`src/rtl/fetch_queue_pkg.sv`:
```
// Shared constants for the instruction fetch queue (default widths, NOP encoding, reset PC).
package fetch_queue_pkg;

  localparam int unsigned FQ_XLEN      = 32;
  localparam int unsigned FQ_DEPTH     = 4;
  localparam logic [31:0] FQ_NOP_INSTR = 32'h0000_0013;
  localparam logic [31:0] FQ_RESET_PC  = 32'h0000_0000;

  typedef struct packed {
    logic [FQ_XLEN-1:0] pc;
    logic [FQ_XLEN-1:0] instr;
  } fq_entry_t;

endpackage

```
`src/rtl/fetch_queue_if.sv`:
```
// Fetch/decode handshake bundle for fetch_queue; slave is the queue's view, master the surrounding pipeline.
interface fetch_queue_if
  import fetch_queue_pkg::*;
#(
  parameter int unsigned XLEN  = FQ_XLEN,
  parameter int unsigned DEPTH = FQ_DEPTH
);

  logic                   if_valid;
  logic [XLEN-1:0]        if_pc;
  logic [XLEN-1:0]        if_instr;
  logic                   if_ready;
  logic                   id_valid;
  logic [XLEN-1:0]        id_pc;
  logic [XLEN-1:0]        id_instr;
  logic                   id_ready;
  logic                   flush;
  logic [$clog2(DEPTH):0] count;

  modport master (
    output if_valid, if_pc, if_instr, id_ready, flush,
    input  if_ready, id_valid, id_pc, id_instr, count
  );

  modport slave (
    input  if_valid, if_pc, if_instr, id_ready, flush,
    output if_ready, id_valid, id_pc, id_instr, count
  );

endinterface

```
`src/rtl/fetch_queue_mem.sv`:
```
// DEPTH x WIDTH storage array: one synchronous write port, one asynchronous read port.
module fetch_queue_mem #(
  parameter int unsigned WIDTH = 64,
  parameter int unsigned DEPTH = 4
) (
  input  logic                     clk,
  input  logic                     we_i,
  input  logic [$clog2(DEPTH)-1:0] waddr_i,
  input  logic [WIDTH-1:0]         wdata_i,
  input  logic [$clog2(DEPTH)-1:0] raddr_i,
  output logic [WIDTH-1:0]         rdata_o
);

  logic [WIDTH-1:0] mem_q [DEPTH];

  // Entry contents carry no reset; occupancy is tracked by the pointers in the parent.
  always_ff @(posedge clk) begin
    if (we_i) begin
      mem_q[waddr_i] <= wdata_i;
    end
  end

  assign rdata_o = mem_q[raddr_i];

endmodule

```
`src/rtl/fetch_queue.sv`:
```
// Instruction fetch queue replacing the IF/ID register: pointer/count FIFO with synchronous flush.
// Optional macro FETCH_QUEUE_BYPASS_EN: an empty queue passes if_* straight to id_* in the same cycle.
module fetch_queue
  import fetch_queue_pkg::*;
#(
  parameter int unsigned     XLEN      = FQ_XLEN,
  parameter int unsigned     DEPTH     = FQ_DEPTH,
  parameter logic [XLEN-1:0] NOP_INSTR = FQ_NOP_INSTR
) (
  input  logic         clk,
  input  logic         rst,
  fetch_queue_if.slave q
);

  localparam int unsigned PW = $clog2(DEPTH);
  localparam int unsigned CW = PW + 1;

  logic [PW-1:0]     wr_ptr_q, wr_ptr_d;
  logic [PW-1:0]     rd_ptr_q, rd_ptr_d;
  logic [CW-1:0]     count_q, count_d;

  logic              full_s;
  logic              empty_s;
  logic              bypass_s;
  logic              push_s;
  logic              pop_s;
  logic              wr_en_s;
  logic [2*XLEN-1:0] rd_data_s;
  logic              id_valid_s;
  logic [XLEN-1:0]   id_pc_s;
  logic [XLEN-1:0]   id_instr_s;

  // Handshake qualification from registered occupancy; flush kills both sides.
  always_comb begin
    full_s  = (count_q == CW'(DEPTH));
    empty_s = (count_q == {CW{1'b0}});
`ifdef FETCH_QUEUE_BYPASS_EN
    bypass_s = empty_s & q.if_valid & ~q.flush;
`else
    bypass_s = 1'b0;
`endif
    push_s  = q.if_valid & ~full_s & ~q.flush;
    pop_s   = ~empty_s & q.id_ready & ~q.flush;
    // A bypassed pair that decode takes immediately is never written.
    wr_en_s = push_s & ~(bypass_s & q.id_ready);
  end

  // Next pointer and occupancy state.
  always_comb begin
    wr_ptr_d = wr_ptr_q;
    rd_ptr_d = rd_ptr_q;
    count_d  = count_q;
    if (q.flush) begin
      wr_ptr_d = {PW{1'b0}};
      rd_ptr_d = {PW{1'b0}};
      count_d  = {CW{1'b0}};
    end else begin
      if (wr_en_s) begin
        wr_ptr_d = wr_ptr_q + PW'(1);
      end else begin
        wr_ptr_d = wr_ptr_q;
      end
      if (pop_s) begin
        rd_ptr_d = rd_ptr_q + PW'(1);
      end else begin
        rd_ptr_d = rd_ptr_q;
      end
      case ({wr_en_s, pop_s})
        2'b10:   count_d = count_q + CW'(1);
        2'b01:   count_d = count_q - CW'(1);
        default: count_d = count_q;
      endcase
    end
  end

  // Pointer and occupancy registers.
  always_ff @(posedge clk or posedge rst) begin
    if (rst) begin
      wr_ptr_q <= {PW{1'b0}};
      rd_ptr_q <= {PW{1'b0}};
      count_q  <= {CW{1'b0}};
    end else begin
      wr_ptr_q <= wr_ptr_d;
      rd_ptr_q <= rd_ptr_d;
      count_q  <= count_d;
    end
  end

  fetch_queue_mem #(
    .WIDTH (2 * XLEN),
    .DEPTH (DEPTH)
  ) u_mem (
    .clk     (clk),
    .we_i    (wr_en_s),
    .waddr_i (wr_ptr_q),
    .wdata_i ({q.if_pc, q.if_instr}),
    .raddr_i (rd_ptr_q),
    .rdata_o (rd_data_s)
  );

  // Decode-side view: bypass pair, else head entry, else a NOP bubble.
  always_comb begin
    id_valid_s = ~empty_s | bypass_s;
    if (bypass_s) begin
      id_pc_s    = q.if_pc;
      id_instr_s = q.if_instr;
    end else if (!empty_s) begin
      id_pc_s    = rd_data_s[2*XLEN-1:XLEN];
      id_instr_s = rd_data_s[XLEN-1:0];
    end else begin
      id_pc_s    = {XLEN{1'b0}};
      id_instr_s = NOP_INSTR;
    end
  end

  assign q.if_ready = ~full_s;
  assign q.id_valid = id_valid_s;
  assign q.id_pc    = id_pc_s;
  assign q.id_instr = id_instr_s;
  assign q.count    = count_q;

endmodule
```
`src/flat_wrapper.sv`:
```
// flat-port wrapper written by rule: the top's interface ports become plain ports
module fetch_queue_flat import fetch_queue_pkg::*;
#(
  parameter int unsigned     XLEN      = FQ_XLEN,
  parameter int unsigned     DEPTH     = FQ_DEPTH,
  parameter logic [XLEN-1:0] NOP_INSTR = FQ_NOP_INSTR
)
  (clk, rst, q_if_valid, q_if_pc, q_if_instr, q_id_ready, q_flush, q_if_ready, q_id_valid, q_id_pc, q_id_instr, q_count);
  fetch_queue_if #(.XLEN(XLEN), .DEPTH(DEPTH)) q_i ();
  input  logic clk;
  input  logic rst;
  input wire logic [$bits(q_i.if_valid)-1:0] q_if_valid;
  input wire logic [$bits(q_i.if_pc)-1:0] q_if_pc;
  input wire logic [$bits(q_i.if_instr)-1:0] q_if_instr;
  input wire logic [$bits(q_i.id_ready)-1:0] q_id_ready;
  input wire logic [$bits(q_i.flush)-1:0] q_flush;
  output wire logic [$bits(q_i.if_ready)-1:0] q_if_ready;
  output wire logic [$bits(q_i.id_valid)-1:0] q_id_valid;
  output wire logic [$bits(q_i.id_pc)-1:0] q_id_pc;
  output wire logic [$bits(q_i.id_instr)-1:0] q_id_instr;
  output wire logic [$bits(q_i.count)-1:0] q_count;
  assign q_i.if_valid = q_if_valid;
  assign q_i.if_pc = q_if_pc;
  assign q_i.if_instr = q_if_instr;
  assign q_i.id_ready = q_id_ready;
  assign q_i.flush = q_flush;
  assign q_if_ready = q_i.if_ready;
  assign q_id_valid = q_i.id_valid;
  assign q_id_pc = q_i.id_pc;
  assign q_id_instr = q_i.id_instr;
  assign q_count = q_i.count;
  fetch_queue #(.XLEN(XLEN), .DEPTH(DEPTH), .NOP_INSTR(NOP_INSTR)) u_core (.clk(clk), .rst(rst), .q(q_i));
endmodule
```
`config.mk`:
```
export PLATFORM = sky130hd
export DESIGN_NAME = fetch_queue_flat
export DESIGN_NICKNAME = d
export VERILOG_FILES = /design/src/rtl/fetch_queue_pkg.sv /design/src/rtl/fetch_queue_if.sv /design/src/rtl/fetch_queue_mem.sv /design/src/rtl/fetch_queue.sv /design/src/flat_wrapper.sv
export SDC_FILE = /design/constraint.sdc
export NUM_CORES = 1
export LEC_CHECK = 0
export BUFFER_PORTS_ARGS = -buffer_cell sky130_fd_sc_hd__clkbuf_2
export CORE_ASPECT_RATIO = 1.5
export CORE_MARGIN = 3
export CORE_UTILIZATION = 48
export CTS_CLUSTER_DIAMETER = 60
export DETAILED_ROUTE_END_ITERATION = 8
export HOLD_SLACK_MARGIN = 0.1
export PLACE_DENSITY = 0.73
export SYNTH_ARGS = -nofsm -noshare
export SYNTH_HDL_FRONTEND = slang
export SYNTH_SLANG_ARGS = --single-unit
```
`constraint.sdc`:
```
create_clock -name clk -period 5.5 [get_ports clk]
set_input_delay 0.275 -clock clk [delete_from_list [all_inputs] [get_ports clk]]
set_output_delay 0.275 -clock clk [all_outputs]
set_load 0.05 [all_outputs]
```
==> summary.md, run 1 <==
| Metric | Value |
|---|---|
| Period minus WS final | 3.37 ns |
| R2R cell count | 3 |
| Final Cycle Share | 0.612 |
| Final TNS setup | 0 ns |
| Post-synth top area share | 0.753 |
| CTS tree | yes |
| FF-to-FF Start | u_core.q.count[0] |
| Sequential fraction of the synthesis area | 0.770 |
| Post-Syn Nets | 545 |
| Hold Crit Endpoint | u_core.wr_ptr_q[1] |
| DP HPWL | 10900 um |
| Reg-to-reg endpoint | u_core.u_mem.mem_q[3][30] |
| Top-Level Pins | 138 |
| Final Hold Fails | 0 |
| Via density | 5.31 |
| Number of global-route vias before repair | 5649 |
| Warnings from Yosys | 0 |
| Final ANT Viol Nets | 0 |
| ANT cells | 0 |
| Fillers | 1499 |
| Via count | 5070 |
| P&R area growth vs syn | 22.8% |
| RePlAce Congestion | 0.733 |
| Clock-pin transition on the worst setup and hold timing paths | 0.07 ns |
| Fraction of layout cells with a size suffix above 1 | 0.357 |
| Worst-Skew Late Latency | 0.50 ns |
| Fmax | 0.297 GHz |
| PortBufs | 137 |
| P_sw | 1160 uW |
| Final instance area | 12500 um2 |
| Placed cell areas | 11100 um2 |
| Combinational Power Share | 0.146 |
| Initial DRC count | 322 |
| RSZ-0062 raised after global routing | false |
| Chip Width | 125 um |
| Yosys reg bits | 263 |
| Largest net degree at the start of global routing | 66 |
| Drt wl/cell | 19.8 um |
| Initial core utilization | 0.494 |
| Library cells used by synthesis | 33 |
| First-pass GRT wire length | 30400 um |
| Setup CP Type | reg2out |
| Grt ovf | 0 |
| Hold crit path type | in2reg |
| Hold_sp | q_if_valid |
| Hold depth | 3 |
| Least-Margin Pin Slew | 0.984 ns |
| Setup violators final | 0 |
| Die H | 185 um |
| Status | complete, no violations |
| Pwr dens | 368 nW/um2 |
| Total CTS buffers | 23 |
| Clock Path Buffers | 3 |
| Data arrival, critical path | 3.09 ns |
| Detailed-route DRC error count | 0 |
| CTS H-Tree Depth | 1 |
| Final nets | 748 |
| CP Max Fanout | 49 |
| Final hold slack | 0.165 ns |
| Drt total wl | 18900 um |
| Sw frac | 0.251 |
| Max_cap viols | 0 |
| Core area | 20700 um2 |
| Cell accounting for the most synthesized area | edfxtp_1 |
| WP data required | 5.22 ns |
| Leak | 0.00431 uW |
| Clock power share | 0.353 |
| R2R Setup Slk | 3.10 ns |
| FP Rows | 64 |
| Tot Pwr | 4610 uW |
| Root buf cell | clkbuf_16 |
| Slew Limit Fails | 0 |
| Die ar. | 23100 um2 |
| VDD IR-drop max | 215 uV |
| Area contributors post-synth | edfxtp_1 75%, mux4_2 14%, and2_1 4.0% |
| Pre-antenna DRT Iters | 4 |
| Num Clock Sinks | 263 |
| Sequential power share | 0.501 |
| All-Layer GR Usage | 0.167 |
| Post-CTS setup buffers | 0 |
| Internal power | 3460 uW |
| Initial antenna violation count | 0 |
| Syn_area_per_cell | 21.7 um2 |
| Clk_skew | 0.00791 ns |
| Critical Path Source Type | flip-flop |
| Post-Synthesis Cell Area | 10200 um2 |
| Cells after synthesis | 471 |
| Slew headroom | 0.344 |
| Worst Setup End Kind | primary output |
==> worst max-delay path: stages, from the launching register on <==
cell and delay, ns:
dfrtp_4 1.08, buf_4 0.50, mux4_2 0.56, and2_1 0.20, clkbuf_2 0.24
==> cells by family (layout without fill, tap and decap cells) <==
group / Yosys count / after routing / synth area share
DFF: 263 / 263 / 0.770
and+or+nand+nor: 87 / 87 / 0.0510
muxes: 65 / 65 / 0.142
buffers and inverters: 34 / 253 / 0.0174
AOI/OAI and AO/OA: 14 / 14 / 0.00944
adders and majority gates: 5 / 5 / 0.00687
xor gates and xnor gates: 3 / 3 / 0.00257
==> sequential cells by signal (all words and copies together), names as in the netlist <==
register            count
u_core.rd_ptr_q         2
u_core.q.count          3
u_core.wr_ptr_q         2
u_core.u_mem.mem_q    256
==> repair_timing <==
action,4_1_cts,5_1_grt
endpoints found under the hold margin,270,0
endpoints found under the setup margin,0,0
hold buffers,66,0
gates resized for setup,0,0
==> per-layer routing <==
metal / vias up / part of all wire / GRT usage
li1: 2311 / - / -
met4: 0 / 0.017 / 0.0438
met1: 2613 / 0.39 / 0.203
met5: - / 0 / 0
met3: 21 / 0.042 / 0.0255
met2: 125 / 0.55 / 0.311
==> placed cells by master, fill, tap and decap left out, drive strengths merged <==
| cell type | count |
|---|---|
| or2 | 4 |
| a21oi | 3 |
| o31ai | 1 |
| nand2b | 2 |
| o21ai | 2 |
| a211oi | 1 |
| o221ai | 1 |
| a31oi | 1 |
| o21a | 1 |
| inv | 8 |
| nor3b | 1 |
| nor2 | 5 |
| bufinv | 4 |
| o2111ai | 2 |
| xnor2 | 1 |
| clkinvlp | 3 |
| dfrtp | 7 |
| nand3 | 4 |
| buf | 1 |
| nand2 | 2 |
| o311ai | 1 |
| mux4 | 64 |
| clkbuf | 164 |
| edfxtp | 256 |
| nor3 | 3 |
| ha | 4 |
| xor2 | 2 |
| clkinv | 7 |
| or4 | 1 |
| o21bai | 1 |
| and2 | 65 |
| fa | 1 |
| mux2 | 1 |
| dlygate4sd3 | 66 |
==> worst max path at each step <==
stage | start | slack, ns | end | depth (start not counted)
floorplan | u_core.q.count[0] | 2.29 | u_core.u_mem.mem_q[0][0] | 4
global placement | u_core.rd_ptr_q[0] | 2.56 | q_id_instr[8] | 4
detailed placement | u_core.rd_ptr_q[0] | 2.54 | q_id_instr[8] | 4
CTS | u_core.rd_ptr_q[0] | 2.00 | q_id_instr[8] | 4
global route | u_core.rd_ptr_q[0] | 1.85 | q_id_instr[8] | 4
finish | u_core.rd_ptr_q[0] | 2.13 | q_id_instr[8] | 4
==> per-stage QoR <==
step                setup WS [ns]  cells   util
finish                       2.13    954  0.606
global route                 1.85    954  0.606
CTS                          2.00    954  0.606
detailed placement           2.54    847  0.537
global placement             2.56    847  0.537
floorplan                    2.29    471      -
==> power groups by stage <==
stage | clock, uW | sequential, uW | combinational [uW]
global route | 1750 | 2320 | 716
CTS | 1670 | 2310 | 686
global placement | 0 | 2350 | 635
floorplan | 0 | 2320 | 517
finish | 1630 | 2310 | 674
detailed placement | 0 | 2360 | 645
==> area by class of cell <==
class,count,area (um2),area share
Clock buffer,27,591,0.0471
Clock inverter,14,179,0.0143
Inverter,8,30.0,0.00240
Multi-Input combinational cell,174,2180,0.174
Sequential cell,263,7870,0.628
Tap cell,264,330,0.0264
Timing Repair Buffer,204,1350,0.108
==> synth_stat cells <==
master / count
a211oi_1: 1
a21oi_1: 3
a31oi_1: 1
and2_1: 65
buf_1: 1
buf_2: 10
buf_6: 5
clkbuf_1: 10
dfrtp_1: 7
edfxtp_1: 256
fa_1: 1
ha_1: 4
inv_1: 8
mux2_2: 1
mux4_2: 64
nand2_1: 2
nand2b_1: 2
nand3_1: 4
nor2_1: 5
nor3_1: 3
nor3b_1: 1
o2111ai_1: 2
o21a_1: 1
o21ai_0: 2
o21bai_1: 1
o221ai_1: 1
o311ai_0: 1
o31ai_1: 1
or2_1: 3
or2_2: 1
or4_1: 1
xnor2_1: 1
xor2_1: 2
No activity file was read; power rests on OpenSTA's default activity.
==> inputs of run 2 (changes only) <==
--- a/config.mk
+++ b/config.mk
@@ -5,6 +5,7 @@
 export SDC_FILE = /design/constraint.sdc
 export NUM_CORES = 1
 export LEC_CHECK = 0
+export ABC_AREA = 1
 export BUFFER_PORTS_ARGS = -buffer_cell sky130_fd_sc_hd__clkbuf_2
 export CORE_ASPECT_RATIO = 1.5
 export CORE_MARGIN = 3
@@ -12,7 +13,7 @@
 export CTS_CLUSTER_DIAMETER = 60
 export DETAILED_ROUTE_END_ITERATION = 8
 export HOLD_SLACK_MARGIN = 0.1
-export PLACE_DENSITY = 0.73
+export PLACE_DENSITY = 0.76
 export SYNTH_ARGS = -nofsm -noshare
 export SYNTH_HDL_FRONTEND = slang
 export SYNTH_SLANG_ARGS = --single-unit
==> constraint.sdc (replaced) <==
create_clock -name clk -period 2.9 [get_ports clk]
set_input_delay 0.145 -clock clk [delete_from_list [all_inputs] [get_ports clk]]
set_output_delay 0.145 -clock clk [all_outputs]
set_load 0.05 [all_outputs]
==> run 2 against run 1 <==
Against the previous run: cell count grew 37%; design area grew 2.0%; utilization is essentially flat; sequential cell count is the same; synthesized area grew 1.2%; critical path depth is the same; clock skew grew 0.0074 ns; critical endpoint is now q_id_instr[1]; largest power group is now combinational logic.
==> summary.md, run 2 <==
| Metric | Value |
|---|---|
| Post-Syn Nets | 890 |
| Pwr dens | 964 nW/um2 |
| Final ANT Viol Nets | 0 |
| Top-Level Pins | 138 |
| Fraction of layout cells with a size suffix above 1 | 0.199 |
| CTS H-Tree Depth | 1 |
| Simple-gate portion of the synthesized area | 0.105 |
| Hold crit path type | in2reg |
| Final TNS setup | 0 ns |
| Number of global-route vias before repair | 7032 |
| Chip Width | 126 um |
| Setup violators final | 0 |
| First-pass GRT wire length | 34900 um |
| Post-synthesis compound-gate area fraction | 0.0968 |
| Post-Synthesis Cell Area | 10300 um2 |
| Warnings from Yosys | 0 |
| Final instance area | 12800 um2 |
| CTS tree | yes |
| Via count | 6867 |
| Final Hold Fails | 0 |
| Worst Setup End Kind | primary output |
| PortBufs | 137 |
| Cell accounting for the most synthesized area | edfxtp_1 |
| R2R Setup Slk | 0.75 ns |
| Area contributors post-synth | edfxtp_1 74%, nor2_1 9.5%, o21ai_0 6.0% |
| Final nets | 1093 |
| Fillers | 1548 |
| Least-Margin Pin Slew | 0.835 ns |
| FF-to-FF Start | u_core.q.count[1] |
| Core area | 21100 um2 |
| Max FFs per register | 256 |
| All-Layer GR Usage | 0.188 |
| Asr flop ratio synth | 0.0266 |
| FP Rows | 65 |
| Syn_area_per_cell | 12.7 um2 |
| Leak | 0.00468 uW |
| Library cells used by synthesis | 21 |
| Critical Path Source Type | flip-flop |
| CP startpoint | u_core.rd_ptr_q[0] |
| Reg with most FFs | u_core.u_mem.mem_q |
| Num Clock Sinks | 263 |
| Die ar. | 23400 um2 |
| Fmax | 0.379 GHz |
| Cells after synthesis | 816 |
| Initial antenna violation count | 1 |
| Largest net degree at the start of global routing | 130 |
| Commonest non-fill, non-tap cell in the layout | nor2_1 |
| Slew Limit Fails | 0 |
| Slew headroom | 0.443 |
| Pre-antenna DRT Iters | 5 |
| Total CTS buffers | 23 |
| Setup CP Type | reg2out |
| Initial core utilization | 0.490 |
| Worst-Skew Late Latency | 0.52 ns |
| Detailed-route DRC error count | 0 |
| Post-synth EDFFs | 256 |
| Drt wl/cell | 17.1 um |
| RePlAce Congestion | 0.752 |
| Placed cell areas | 11400 um2 |
| Multiplexer area fraction after synthesis | 0 |
| Data arrival, critical path | 2.49 ns |
| RSZ-0062 raised after global routing | false |
| Drt total wl | 22300 um |
| Reg-to-reg endpoint | u_core.q.count[2] |
| Status | complete, no violations |
| Final Cycle Share | 0.910 |
| Die H | 186 um |
| Tot Pwr | 12300 uW |
| Period minus WS final | 2.64 ns |
| Max_cap viols | 0 |
| Footprint of the multi-input gates | 2200 um2 |
| Most instantiated cells after synthesis | 261 x nor2_1, 256 x edfxtp_1, 124 x o21ai_0 |
| Commonest non-fill, non-tap cells in the layout | 257 x nor2_1, 256 x edfxtp_1, 137 x clkbuf_2 |
| Post-synth top area share | 0.744 |
| XOR/XNOR Fraction of Synth Area | 0.000848 |
| Largest family of logic cells by synthesized area | simple AND/OR/NAND/NOR gates |
| Root buf cell | clkbuf_16 |
| Synth Flop Type | edfxtp_1 |
| Grt ovf | 0 |
| Via density | 5.26 |
| Yosys reg bits | 263 |
| Clock-pin transition on the worst setup and hold timing paths | 0.07 ns |
| CP Max Fanout | 129 |
| Clk_skew | 0.0153 ns |
| R2R cell count | 11 |
| Worst Setup EP | q_id_instr[1] |
| Adder-cell share of the synthesized area | 0.00678 |
| Sequential fraction of the synthesis area | 0.761 |
| DP HPWL | 12900 um |
| P&R area growth vs syn | 23.7% |
| VDD IR-drop max | 832 uV |
| Initial DRC count | 534 |
| Fin util | 0.607 |
| WP data required | 2.76 ns |
| Register Area | 7870 um2 |
| Clock Path Buffers | 3 |
| Most numerous cell in the Yosys netlist | nor2_1 |
run 2: kinds of logic (layout without fill, tap and decap cells):
group | Yosys count | in the layout
buf+inv | 63 | 283
simple gates | 287 | 287
xor+xnor | 1 | 1
flops | 263 | 263
fa+ha+maj | 5 | 5
other cells | 0 | 1
compound gates | 197 | 197
run 2: where the power goes:
part,internal (uW),leakage [uW],total (uW),switching (uW)
sequential,4410,0.00241,4490,75.1
combinational,1030,0.00190,4900,3870
clock,1650,0.000366,2930,1280
run 2: layout make-up:
type / count / area share
clock inverters: 15 / 0.0107
multi-input cells: 490 / 0.172
flip-flops and latches: 263 / 0.616
repair buffers: 226 / 0.124
well taps: 268 / 0.0262
diodes: 1 / 0.000196
inverters: 15 / 0.00450
clock buffers: 27 / 0.0462
run 2: per-stage QoR:
| step | cells | hold WS (ns) | worst slack [ns] |
|---|---|---|---|
| after floorplan | 816 | -0.0517 | 0.0966 |
| after global placement | 1193 | 0.0828 | 0.847 |
| after detailed placement | 1193 | 0.0841 | 0.800 |
| after CTS | 1304 | 0.362 | 0.279 |
| after global routing | 1305 | 0.383 | 0.163 |
| final | 1305 | 0.385 | 0.260 |
run 2: critical path, stage by stage (launching register included):
cell and delay (ns):
dfrtp_4 0.43, buf_12 0.39, nor2_1 0.10, o311ai_0 0.54, clkbuf_2 0.38
run 2: timing repair:
| action | 4_1_cts | 5_1_grt |
|---|---|---|
| hold buffers | 69 | 0 |
| gates resized for setup | 0 | 0 |
| setup buffers | 0 | 0 |
| endpoints found under the hold margin | 270 | 0 |
run 2: worst min path at each step:
stage / startpoint / to / slack (ns) / cells after the start
finish: q_if_instr[15] / u_core.u_mem.mem_q[1][15] / 0.38 / 2
global route: q_if_pc[5] / u_core.u_mem.mem_q[1][37] / 0.38 / 2
CTS: q_if_pc[26] / u_core.u_mem.mem_q[3][58] / 0.36 / 2
detailed placement: rst / u_core.q.count[2] / 0.08 / 2
global placement: rst / u_core.q.count[2] / 0.08 / 2
floorplan: rst / u_core.q.count[2] / -0.05 / 1
run 2: metal layers:
metal | track usage | wire length [um] | up-vias
met2 | 0.347 | 12000 | 223
met3 | 0.0238 | 1090 | 45
li1 | - | - | 3283
met4 | 0.0897 | 748 | 0
met1 | 0.216 | 8480 | 3316
met5 | 0 | 0 | -
==> inputs of run 3 (changes only) <==
==> constraint.sdc (replaced) <==
create_clock -name clk -period 2.9 [get_ports clk]
set_input_delay 0.58 -clock clk [delete_from_list [all_inputs] [get_ports clk]]
set_output_delay 0.58 -clock clk [all_outputs]
set_load 0.05 [all_outputs]
==> run 3 against run 2 <==
Against the previous run: die area is the same; total power is 4.6% higher; clock skew decreased by 0.0092 ns; non-clock buffer count shrank 72; critical endpoint is now q_id_pc[10]; register-to-register slack improved by 0.03 ns; sequential cell count is the same; setup slack got worse by 0.12 ns.
==> summary.md, run 3 (same netlist as run 2, synthesis figures left out) <==
| Metric | Value |
|---|---|
| Setup violators final | 0 |
| Via density | 5.32 |
| Commonest non-fill, non-tap cell in the layout | nor2_1 |
| CTS tree | yes |
| FF-to-FF Start | u_core.q.count[0] |
| Hold Crit Endpoint | u_core.u_mem.mem_q[0][2] |
| Clock Path Buffers | 3 |
| Fin util | 0.585 |
| Period minus WS final | 2.76 ns |
| Fillers | 1645 |
| Hold depth | 1 |
| Placed cells | 1188 |
| Slew headroom | 0.629 |
| PortBufs | 137 |
| Setup CP Type | reg2out |
| Clk_skew | 0.00607 ns |
| FP Rows | 65 |
| Core area | 21100 um2 |
| Number of global-route vias before repair | 6561 |
| Drt total wl | 22000 um |
| WP data required | 2.32 ns |
| Final TNS setup | 0 ns |
| Largest net degree at the start of global routing | 130 |
| Num Clock Sinks | 263 |
| Drt wl/cell | 17.8 um |
| Critical Path Source Type | flip-flop |
| Top-Level Pins | 138 |
| Initial DRC count | 498 |
| Max FFs per register | 256 |
| All-Layer GR Usage | 0.180 |
| R2R cell count | 7 |
| Pre-antenna DRT Iters | 4 |
| Metal2 WL | 11800 um |
| Crit path cell chain | inv_6 > buf_16 > o21ai_0 > a21oi_1 > clkbuf_4 |
| Wire length on met3 | 1300 um |
| CTS H-Tree Depth | 1 |
| Pwr dens | 1050 nW/um2 |
| Fmax | 0.362 GHz |
| CP peak stage delay | 0.54 ns |
| VDD IR-drop max | 827 uV |
| Via count | 6567 |
| Chip Width | 126 um |
| Worst Setup End Kind | primary output |
| Data arrival, critical path | 2.18 ns |
| Die H | 186 um |
| Least-Margin Pin Slew | 0.556 ns |
| Fin cells | 1234 |
| CP max-delay cell | dfrtp_4 |
| Clock-pin transition on the worst setup and hold timing paths | 0.07 ns |
| First-pass GRT wire length | 33400 um |
| Wire length on met1 | 8350 um |
| Top Metal Used | met4 |
| Initial core utilization | 0.490 |
| Final instance area | 12300 um2 |
| Grt ovf | 0 |
| Max_cap viols | 0 |
| Reg-to-reg endpoint | u_core.u_mem.mem_q[1][9] |
| P&R area growth vs syn | 19.3% |
| Leak | 0.00448 uW |
| Worst-Skew Late Latency | 0.50 ns |
| Reg with most FFs | u_core.u_mem.mem_q |
| Root buf cell | clkbuf_16 |
| Die ar. | 23400 um2 |
| R2R Setup Slk | 0.78 ns |
| Total CTS buffers | 24 |
| Status | complete, no violations |
| DP HPWL | 12100 um |
| CP Max Fanout | 66 |
| Commonest non-fill, non-tap cells in the layout | 257 x nor2_1, 256 x edfxtp_1, 127 x clkbuf_2 |
| Hold crit path type | in2reg |
| Detailed-route DRC error count | 0 |
| RSZ-0062 raised after global routing | false |
| Hold_sp | q_if_instr[2] |
| Slew Limit Fails | 0 |
| Final Cycle Share | 0.951 |
| Fraction of layout cells with a size suffix above 1 | 0.212 |
| Final Hold Fails | 0 |
| RePlAce Congestion | 0.753 |
| Final ANT Viol Nets | 0 |
| Final hold slack | 0.289 ns |
| Final nets | 1022 |
| Initial antenna violation count | 1 |
| Placed cell areas | 11400 um2 |
-- run 3: cell types whose count changed in the layout (fill, tap and decap cells not counted), sizes merged --
cell | previous run | this run
clkbuf | 164 | 157
clkinv | 13 | 9
dlygate4sd3 | 69 | 1
clkinvlp | 0 | 2
buf | 20 | 21
bufinv | 2 | 7
-- run 3: timing repair --
action | CTS | global route
gates resized for setup | 3 | 15
setup endpoints to repair | 3 | 37
gates cloned | 0 | 1
setup buffers | 0 | 0
pin swaps | 0 | 0
hold buffers | 1 | 0
endpoints found under the hold margin | 7 | 0
-- run 3: power by group --
part / internal, uW / switching (uW) / leakage, uW
registers: 4410 / 87.7 / 0.00241
clock network: 2190 / 1290 / 0.000431
logic: 1060 / 3850 / 0.00163
total: 7660 / 5230 / 0.00448
-- run 3: area by class of cell --
class                      instances  area, um2  area share
sequential                       263       7870       0.639
tap                              268        335      0.0272
clock inverter                    18        268      0.0217
antenna                            1       2.50    0.000203
clock buffer                      25        626      0.0508
multi-input combinational        490       2200       0.178
timing repair buffer             154        961      0.0780
inverter                          15       61.3     0.00498
-- run 3: per-layer routing --
metal / track usage / vias to the layer above
met4: 0.0670 / 0
met3: 0.0304 / 38
li1: - / 3150
met1: 0.206 / 3167
met5: 0 / -
met2: 0.339 / 212
-- run 3: critical path: cells and delay by family (launching register included) --
kind,cells,cell delay [ns]
buffers and inverters,3,0.71
DFF,1,0.54
AOI/OAI and AO/OA,2,0.38
-- run 3: metrics by stage --
stage | total power [uW] | worst slack, ns
after floorplan | 8190 | -0.0643
after global placement | 9390 | 0.519
after detailed placement | 9440 | 0.505
after CTS | 12900 | 0.00649
after global routing | 13500 | 0.00926
final | 12900 | 0.141
-- run 3: how the worst max path moves through the flow --
stage	start	end	slack [ns]	depth (start not counted)
3_3_place_gp	u_core.rd_ptr_q[0]	q_id_pc[14]	0.52	6
2_1_floorplan	u_core.q.count[2]	q_id_instr[10]	-0.06	5
5_1_grt	u_core.rd_ptr_q[0]	q_id_pc[23]	0.009	6
4_1_cts	u_core.rd_ptr_q[0]	q_id_instr[1]	0.006	5
3_5_place_dp	u_core.rd_ptr_q[0]	q_id_pc[14]	0.51	6
6_report	u_core.rd_ptr_q[0]	q_id_pc[10]	0.14	5
